## src/rtl/digit_gen_seq.sv

```systemverilog
// digit_gen_seq: sequential target-digit generator.
// Takes a pattern of NDIG digits, where 0 marks a free digit and any nonzero value is fixed.
// Each free digit is filled from a free-running 16-bit Galois LFSR by rejection sampling.
// A filled digit lies in 1..RADIX-1 and, when UNIQUE is set, differs from every other digit.
// Ports:
//   clk     rising-edge clock
//   rst     asynchronous active-low reset
//   start   request, sampled only while idle
//   pattern NDIG*DW digit pattern, latched on an accepted start
//   busy    high while the request is being checked or filled
//   done    one-cycle completion pulse
//   err     request failed; held until the next accepted start
//   result  generated digits; only updated on success
module digit_gen_seq #(
    parameter int unsigned NDIG    = 4,
    parameter int unsigned DW      = 4,
    parameter int unsigned RADIX   = 10,
    parameter int unsigned UNIQUE  = 1,
    parameter int unsigned MAX_TRY = 255,
    parameter logic [15:0] SEED    = 16'hACE1
) (
    input  logic                 clk,
    input  logic                 rst,
    input  logic                 start,
    input  logic [NDIG*DW-1:0]   pattern,
    output logic                 busy,
    output logic                 done,
    output logic                 err,
    output logic [NDIG*DW-1:0]   result
);

    localparam int unsigned IW       = (NDIG > 1) ? $clog2(NDIG) : 1;
    localparam int unsigned TW       = (MAX_TRY > 1) ? $clog2(MAX_TRY) : 1;
    localparam logic [15:0] SEED_EFF = (SEED == 16'h0000) ? 16'h0001 : SEED;
    localparam logic [15:0] TAPS     = 16'hB400;
    localparam logic [DW:0] RADIX_W  = RADIX[DW:0];
    localparam logic [IW-1:0] LAST_IDX = IW'(NDIG - 1);
    localparam logic [TW-1:0] LAST_TRY = TW'(MAX_TRY - 1);

    typedef enum logic [1:0] {StIdle, StCheck, StFill, StDone} state_t;

    state_t              state_q;
    logic [15:0]         lfsr_q;
    logic [IW-1:0]       idx_q;
    logic [TW-1:0]       try_q;
    logic [NDIG*DW-1:0]  work_q;

    logic [15:0]         lfsr_nxt;
    logic [DW-1:0]       cand;
    logic [DW-1:0]       cur_digit;
    logic                cur_fixed;
    logic                cand_ok;
    logic                pat_bad;
    logic [NDIG*DW-1:0]  work_nxt;

    always_comb begin
        lfsr_nxt = lfsr_q[0] ? ((lfsr_q >> 1) ^ TAPS) : (lfsr_q >> 1);
    end

    assign cand = lfsr_q[DW-1:0];

    // Pattern validity, evaluated on the latched pattern during CHECK.
    always_comb begin
        pat_bad = 1'b0;
        for (int i = 0; i < int'(NDIG); i++) begin
            if ({1'b0, work_q[i*DW +: DW]} >= RADIX_W) begin
                pat_bad = 1'b1;
            end
            if (UNIQUE != 0) begin
                for (int j = i + 1; j < int'(NDIG); j++) begin
                    if (work_q[i*DW +: DW] != '0 && work_q[i*DW +: DW] == work_q[j*DW +: DW]) begin
                        pat_bad = 1'b1;
                    end
                end
            end
        end
        // Not enough distinct nonzero values to fill every digit.
        if (UNIQUE != 0 && NDIG + 1 > RADIX) begin
            pat_bad = 1'b1;
        end
    end

    // Candidate test. Free digits still hold 0 in the work register and a
    // candidate is never 0, so comparing against every slot is safe.
    always_comb begin
        cur_digit = work_q[32'(idx_q)*DW +: DW];
        cur_fixed = (cur_digit != '0);
        cand_ok   = (cand != '0) && ({1'b0, cand} < RADIX_W);
        if (UNIQUE != 0) begin
            for (int i = 0; i < int'(NDIG); i++) begin
                if (work_q[i*DW +: DW] == cand) begin
                    cand_ok = 1'b0;
                end
            end
        end
        work_nxt = work_q;
        if (!cur_fixed) begin
            work_nxt[32'(idx_q)*DW +: DW] = cand;
        end
    end

    always_ff @(posedge clk or negedge rst) begin
        if (!rst) begin
            state_q <= StIdle;
            lfsr_q  <= SEED_EFF;
            idx_q   <= '0;
            try_q   <= '0;
            work_q  <= '0;
            busy    <= 1'b0;
            done    <= 1'b0;
            err     <= 1'b0;
            result  <= '0;
        end else begin
            lfsr_q <= lfsr_nxt;
            done   <= 1'b0;
            case (state_q)
                StIdle: begin
                    if (start) begin
                        work_q  <= pattern;
                        err     <= 1'b0;
                        busy    <= 1'b1;
                        state_q <= StCheck;
                    end
                end
                StCheck: begin
                    if (pat_bad) begin
                        err     <= 1'b1;
                        busy    <= 1'b0;
                        done    <= 1'b1;
                        state_q <= StDone;
                    end else begin
                        idx_q   <= '0;
                        try_q   <= '0;
                        state_q <= StFill;
                    end
                end
                StFill: begin
                    if (cur_fixed || cand_ok) begin
                        work_q <= work_nxt;
                        try_q  <= '0;
                        if (idx_q == LAST_IDX) begin
                            result  <= work_nxt;
                            busy    <= 1'b0;
                            done    <= 1'b1;
                            state_q <= StDone;
                        end else begin
                            idx_q <= idx_q + 1'b1;
                        end
                    end else if (try_q == LAST_TRY) begin
                        err     <= 1'b1;
                        busy    <= 1'b0;
                        done    <= 1'b1;
                        state_q <= StDone;
                    end else begin
                        try_q <= try_q + 1'b1;
                    end
                end
                StDone: begin
                    state_q <= StIdle;
                end
                default: begin
                    state_q <= StIdle;
                end
            endcase
        end
    end

endmodule

```

## config.mk

```make
export PLATFORM = sky130hd
export DESIGN_NAME = digit_gen_seq
export DESIGN_NICKNAME = d
export VERILOG_FILES = /design/src/rtl/digit_gen_seq.sv
export SDC_FILE = /design/constraint.sdc
export NUM_CORES = 1
export LEC_CHECK = 0
export CAP_MARGIN = 30
export CORE_MARGIN = 3
export CORE_UTILIZATION = 47
export CTS_CLUSTER_DIAMETER = 100
export CTS_CLUSTER_SIZE = 28
export DETAILED_ROUTE_END_ITERATION = 10
export HOLD_SLACK_MARGIN = 0.03
export MAX_ROUTING_LAYER = met4
export PLACE_DENSITY = 0.72
export RECOVER_POWER = 100
export SLEW_MARGIN = 20
export SYNTH_ARGS = -nofsm -noshare
export SYNTH_HDL_FRONTEND = slang
export SYNTH_SLANG_ARGS = --single-unit
```

## constraint.sdc

```tcl
create_clock -name clk -period 3.15 [get_ports clk]
set_input_delay 0.945 -clock clk [delete_from_list [all_inputs] [get_ports clk]]
set_output_delay 0.945 -clock clk [all_outputs]
set_load 0.03 [all_outputs]
```

==> After elaboration in Yosys (flattened, before gate mapping) <==
Cells that the tools add are included.
{ "word_totals": {"reg_bits": 63, "latchBits": 0, "ram_bits": 0, "rom_bits": 0, "in_bits": 19, "out_inout_bits": 19, "mem_count": 0} }
{ "classes": {"add_sub_neg": 3, "mul": 0, "div_mod_pow": 0, "order_cmp": 5, "eq_ne": 25, "shift": 3, "n_mux": 50, "bitwise_logic": 1, "reduce_logical": 24} }
{ "op_table": {"columns": ["cell", "count"], "rows": [
  ["16-bit 2-to-1 mux", 4],
  ["4-bit == test", 10],
  ["4-bit negator with 34-bit output", 1],
  ["4-bit by 34-bit variable shift with 16-bit output (first input constant)", 1],
  ["4-bit by 34-bit indexed part select with 16-bit output", 1],
  ["16-bit one-hot mux with 2 select lines", 1],
  ["1-bit 2-to-1 mux", 28],
  ["8-bit 2-to-1 mux", 3],
  ["4-bit nonzero test", 5],
  ["16-bit bitwise mux", 1],
  ["4-bit >= comparator (second input constant)", 4],
  ["8-bit one-hot mux with 2 select lines", 1],
  ["16-bit by 5-bit indexed part select with 4-bit output", 1],
  ["2-bit 2-to-1 mux", 7],
  ["2-bit inequality test (second input constant)", 7],
  ["3-bit AND reduction", 4],
  ["5-bit AND reduction", 2],
  ["3-bit inequality test (second input constant)", 3],
  ["8-bit by 1-bit adder with 8-bit output (second input constant)", 1],
  ["8-bit == test (second input constant)", 1],
  ["2-bit one-hot mux with 4 select lines", 1],
  ["1-bit logical AND", 7],
  ["2-bit == test (second input constant)", 3],
  ["1-bit one-hot mux with 3 select lines", 2],
  ["other kinds (11)", 12]
]} }

==> Longest topological paths before layout <==
{ "logic_depth": {"depth_word": 13, "mapped_depth": 8, "ltp_nobuf": 8} }

==> Worst setup path after synthesis <==
Ideal clock, no wire load.
{ "synth_path": {"kind": "register -> register", "start": "reg work_q[2]", "end": "reg result[0]", "setup_time_ns": 0.128, "t_arrival_ns": 2.285, "t_required_ns": 3.022, "path_slack_ns": 0.737, "stages_incl_launch_ff": 9, "period_less_slack_ns": 2.413, "path_cell_list": "dfrtp_1 -> clkbuf_1 -> or4_4 -> mux2i_4 -> o21ai_4 -> a22o_1 -> nand2_4 -> buf_6 -> mux2_1"} }
{ "synth_between": {"elab_chain_len": 7, "word_cells_on_any_way": 10} }
{ "synth_rtl": {"columns": ["item", "line", "source"], "rows": [
  ["start, declared", "46", "logic [NDIG*DW-1:0] work_q;"],
  ["start signal, assigned", "119", "work_q <= pattern;"],
  ["start signal, assigned", "139", "work_q <= work_nxt;"],
  ["4-bit == test", "91", "if (work_q[i*DW +: DW] == cand) begin"],
  ["1-bit 2-to-1 mux (4 in a row)", "91", null],
  ["1-bit logical OR", "138", "if (cur_fixed || cand_ok) begin"],
  ["3-bit AND reduction (no line)", null, null],
  ["end signal, assigned", "142", "result <= work_nxt;"],
  ["end, declared", "29", "output logic [NDIG*DW-1:0] result"]
]} }
Several ways; a longest one is shown, not always the timed one.
A chain may end at the register's enable or synchronous reset.

==> Worst setup path in the final report <==
{ "layout_path": {"start": "reg lfsr_q[0]", "end": "reg work_q[13]"} }
{ "layout_between": {"elab_chain_len": 9, "word_cells_on_any_way": 19} }
{ "layout_rtl": {"columns": ["item", "line", "source"], "rows": [
  ["start, declared", "43", "logic [15:0] lfsr_q;"],
  ["start signal, assigned", "114", "lfsr_q <= lfsr_nxt;"],
  ["4-bit < comparator or 4-bit nonzero test (tied branches)", "88", "cand_ok = (cand != '0) && ({1'b0, cand} < RADIX_W);"],
  ["1-bit logical AND", "88", null],
  ["1-bit 2-to-1 mux (4 in a row)", "91", null],
  ["1-bit logical OR", "138", null],
  ["2-bit inequality test (no line)", null, null],
  ["3-bit AND reduction (no line)", null, null]
]} }
Several ways; a longest one is shown, not always the timed one. The select of a mux whose other input is x is not followed.

==> results.md <==
- Status: finished, violations left
- Failing checks: max-capacitance violations, max-slew violations
- Share of layout cells above drive strength 1: 15.6%
- Die H: 96.8 µm
- Crit Path Class: flop to flop
- Setup Skew: 0.00855 ns
- Final hold vios: 0
- Top cell type's share of synthesized area: 35.5%
- Worst-path clk slew: 0.08 ns
- Worst path cell trace: nor2_1 > mux2i_1 > nand2_1 > nor3_1 > o21ai_0 > a221o_1
- Post-synthesis compound-gate area fraction: 19.5%
- First-pass GRT wire length: 15.6 mm
- Critical path fanouts, max: 14
- Cts bufs inserted: 9
- Worst r2r src: lfsr_q[0]
- Post-Synth XOR/XNOR Area: 9.49%
- Synthesized area: 3880 µm²
- Max_cap viols: 1
- CP max stage cell: dfstp_1
- Number of global-route vias before repair: 3021
- DRT iter0 DRCs: 211
- Pwr dens: 341 nW/µm²
- FF+latch count, synth: 63
- Antenna Nets Post-Route: 0
- Cells after Synth: 364
- Synth unique cells: 64
- Pins Over Slew Limit: 64
- Total Power: 1.54 mW
- DRT Pass-1 Iters: 4
- Clock Tree Root: clkbuf_8
- TritonCTS clock tree: yes
- DRC viols: 0
- Reg2reg end: work_q[13]
- Routed WL: 9.37 mm
- Most common cell in the netlist: dfrtp_1
- FF-to-FF setup slack: 0.42 ns
- Hold crit path type: flop to flop
- Synth warn: 0
- Post-synthesis adder-cell area fraction: 3.87%
- Rel. slew slack: -2.81%
- Die Footprint: 9370 µm²
- Vias per std cell: 6.10
- Largest family of logic cells by synthesized area: compound AO/OA/AOI/OAI gates
- R2R cell count: 6
- Final GP Congestion: 0.899
- Wire per inst: 18.7 µm
- Syn_nets: 395
- Total GRT Usage: 21.1%
- Die Span X: 96.8 µm
- Starting density of the core: 49.4%
- Maximum buffer depth of the clock tree: 2
- Core Util, Final: 57.4%
- Peak Freq: 366 MHz
- Metal-1 WL: 4.17 mm
- Via count: 3051
- Inserted Diodes: 0
- Fillers: 696
- Area delta synth->final: 16.3%
- Sequential share of the synthesized area: 40.9%
- Largest net degree at the start of global routing: 64
- Max VDD drop: 172 µV
- Slew @ Worst Pin: 1.54 ns
- Worst-Skew Late Latency: 0.34 ns
- Fin Setup TNS: 0 ns
- Min-Delay Endpoint: lfsr_q[8]
- Num ports: 38
- Nets: 424
- Most instantiated cells after synthesis: dfrtp_1 (55), xor2_1 (26), and3_1 (22), clkbuf_1 (19), a22o_1 (18)
- Post CTS Setup Buffer Count: 0
- Worst Hold Path Cells: 0
- Number of I/O port buffers: 37
- Multi-input combinational cell area: 2120 µm²
- Mux cell area share after synthesis: 6.07%
- Top post-synthesis cells by area: dfrtp_1 (36%), xor2_1 (5.9%), dfstp_2 (5.4%), a22o_1 (4.1%), ha_1 (3.9%)
- Syn_area_per_cell: 10.6 µm²
- GRT Residual Overflow: 0
- Worst hold start: lfsr_q[9]
- Fin crit share: 86.8%
- Post-cts sizing count: 0
- Fin crit period: 2.73 ns
- Hpwl dp: 6.73 mm
- Initial antenna violation count: 0
- Highest routed layer: met4
- Critical Path Source Type: flop
- CTS Hold Bufs: 0
- Post-synthesis simple-gate area fraction: 15.8%
- Unrepaired setup endpoints after global routing: false
- Crit end category: flop
- Worst EP arrival: 2.95 ns
- Slowest Stage Delay on Critical Path: 0.96 ns
- Post-synth ARST share: 100%
- Post-synth EDFFs: 0
- CTS Sinks: 63
- Top_reg_cell synth: dfrtp_1
- Final Setup Violations: 0
- DR WL met2: 4.54 mm
- Static Leakage: 2.22 nW
- CP required: 3.36 ns
- Area of the core: 7850 µm²
- Yosys top cell by area: dfrtp_1
- Row Count: 32
- Met3 WL: 502 µm
- Reg area: 1590 µm²
- H-Tree Depth: 3
## metal layers
metal | vias to the layer above | global-route usage [%]
li1 | 1410 | -
met1 | 1521 | 27.8
met2 | 105 | 32.9
met3 | 15 | 3.97
met4 | 0 | 6.80
met5 | - | -
## final cells by class
class	instances	area share, %
Sequential cell	63	35.2
Multi-Input combinational cell	261	47.1
Clock inverter	7	1.61
Timing Repair Buffer	46	9.55
Inverter	12	0.999
Tap cell	102	2.83
Clock buffer	9	2.75
## flip-flops by register name (all words and copies together) (netlist names)
name	cells
busy	1
done	1
err	1
idx_q	2
lfsr_q	16
result	16
state_q	2
try_q	8
work_q	16
## per-stage QoR
step	setup WS, ns	area (µm²)	hold WS, ns	instances
finish	0.416	4510	0.347	500
global route	0.225	4510	0.357	500
global placement	0.620	4310	0.333	484
CTS	0.556	4510	0.354	500
floorplan	0.737	3880	0.331	364
detailed placement	0.577	4310	0.341	484
## critical path, delay by kind of cell, from the launching register on
kind	cells	cell delay, ns
and+or+nand+nor	3	0.64
DFF	1	0.96
AOI/OAI and AO/OA	2	0.63
muxes	1	0.38
## where the power goes
group | internal [mW] | total [mW] | switching (mW)
Clock | 0.366 | 0.693 | 0.327
Combinational | 0.0189 | 0.0365 | 0.0176
Sequential | 0.809 | 0.809 | 0
Total | 1.19 | 1.54 | 0.344
## placed cells by master (no fill, tap or decap), types with 12 or more instances in the layout
| cell type | count |
|---|---|
| a221o_1 | 13 |
| a22o_1 | 18 |
| and3_1 | 22 |
| clkdlybuf4s50_1 | 17 |
| dfrtp_1 | 55 |
| dlygate4sd3_1 | 19 |
| ha_1 | 12 |
| nand2_1 | 12 |
| o21ai_0 | 17 |
| xnor2_1 | 16 |
| xor2_1 | 26 |
## kinds of logic (layout without fill, tap and decap cells)
| family | after synthesis | after routing |
|---|---|---|
| XOR/XNOR | 42 | 42 |
| flip-flops | 63 | 63 |
| AND/OR/NAND/NOR | 94 | 94 |
| adder cells (fa/ha/maj) | 12 | 12 |
| AO/OA/AOI/OAI | 93 | 93 |
| multiplexers | 20 | 20 |
| buffers and inverters | 40 | 74 |
## how the worst max path moves through the flow
stage                         start    endpoint  slack (ns)  cells after the start
final                     lfsr_q[0]  work_q[13]        0.42                      6
after global routing      lfsr_q[0]   work_q[6]        0.23                      6
after CTS                  idx_q[1]  work_q[13]        0.56                      6
after detailed placement   idx_q[1]  work_q[13]        0.58                      6
after global placement        start   work_q[7]        0.62                      7
after floorplan           work_q[2]   result[0]        0.74                      8
Note: power is estimated with default switching activity, not from simulation.
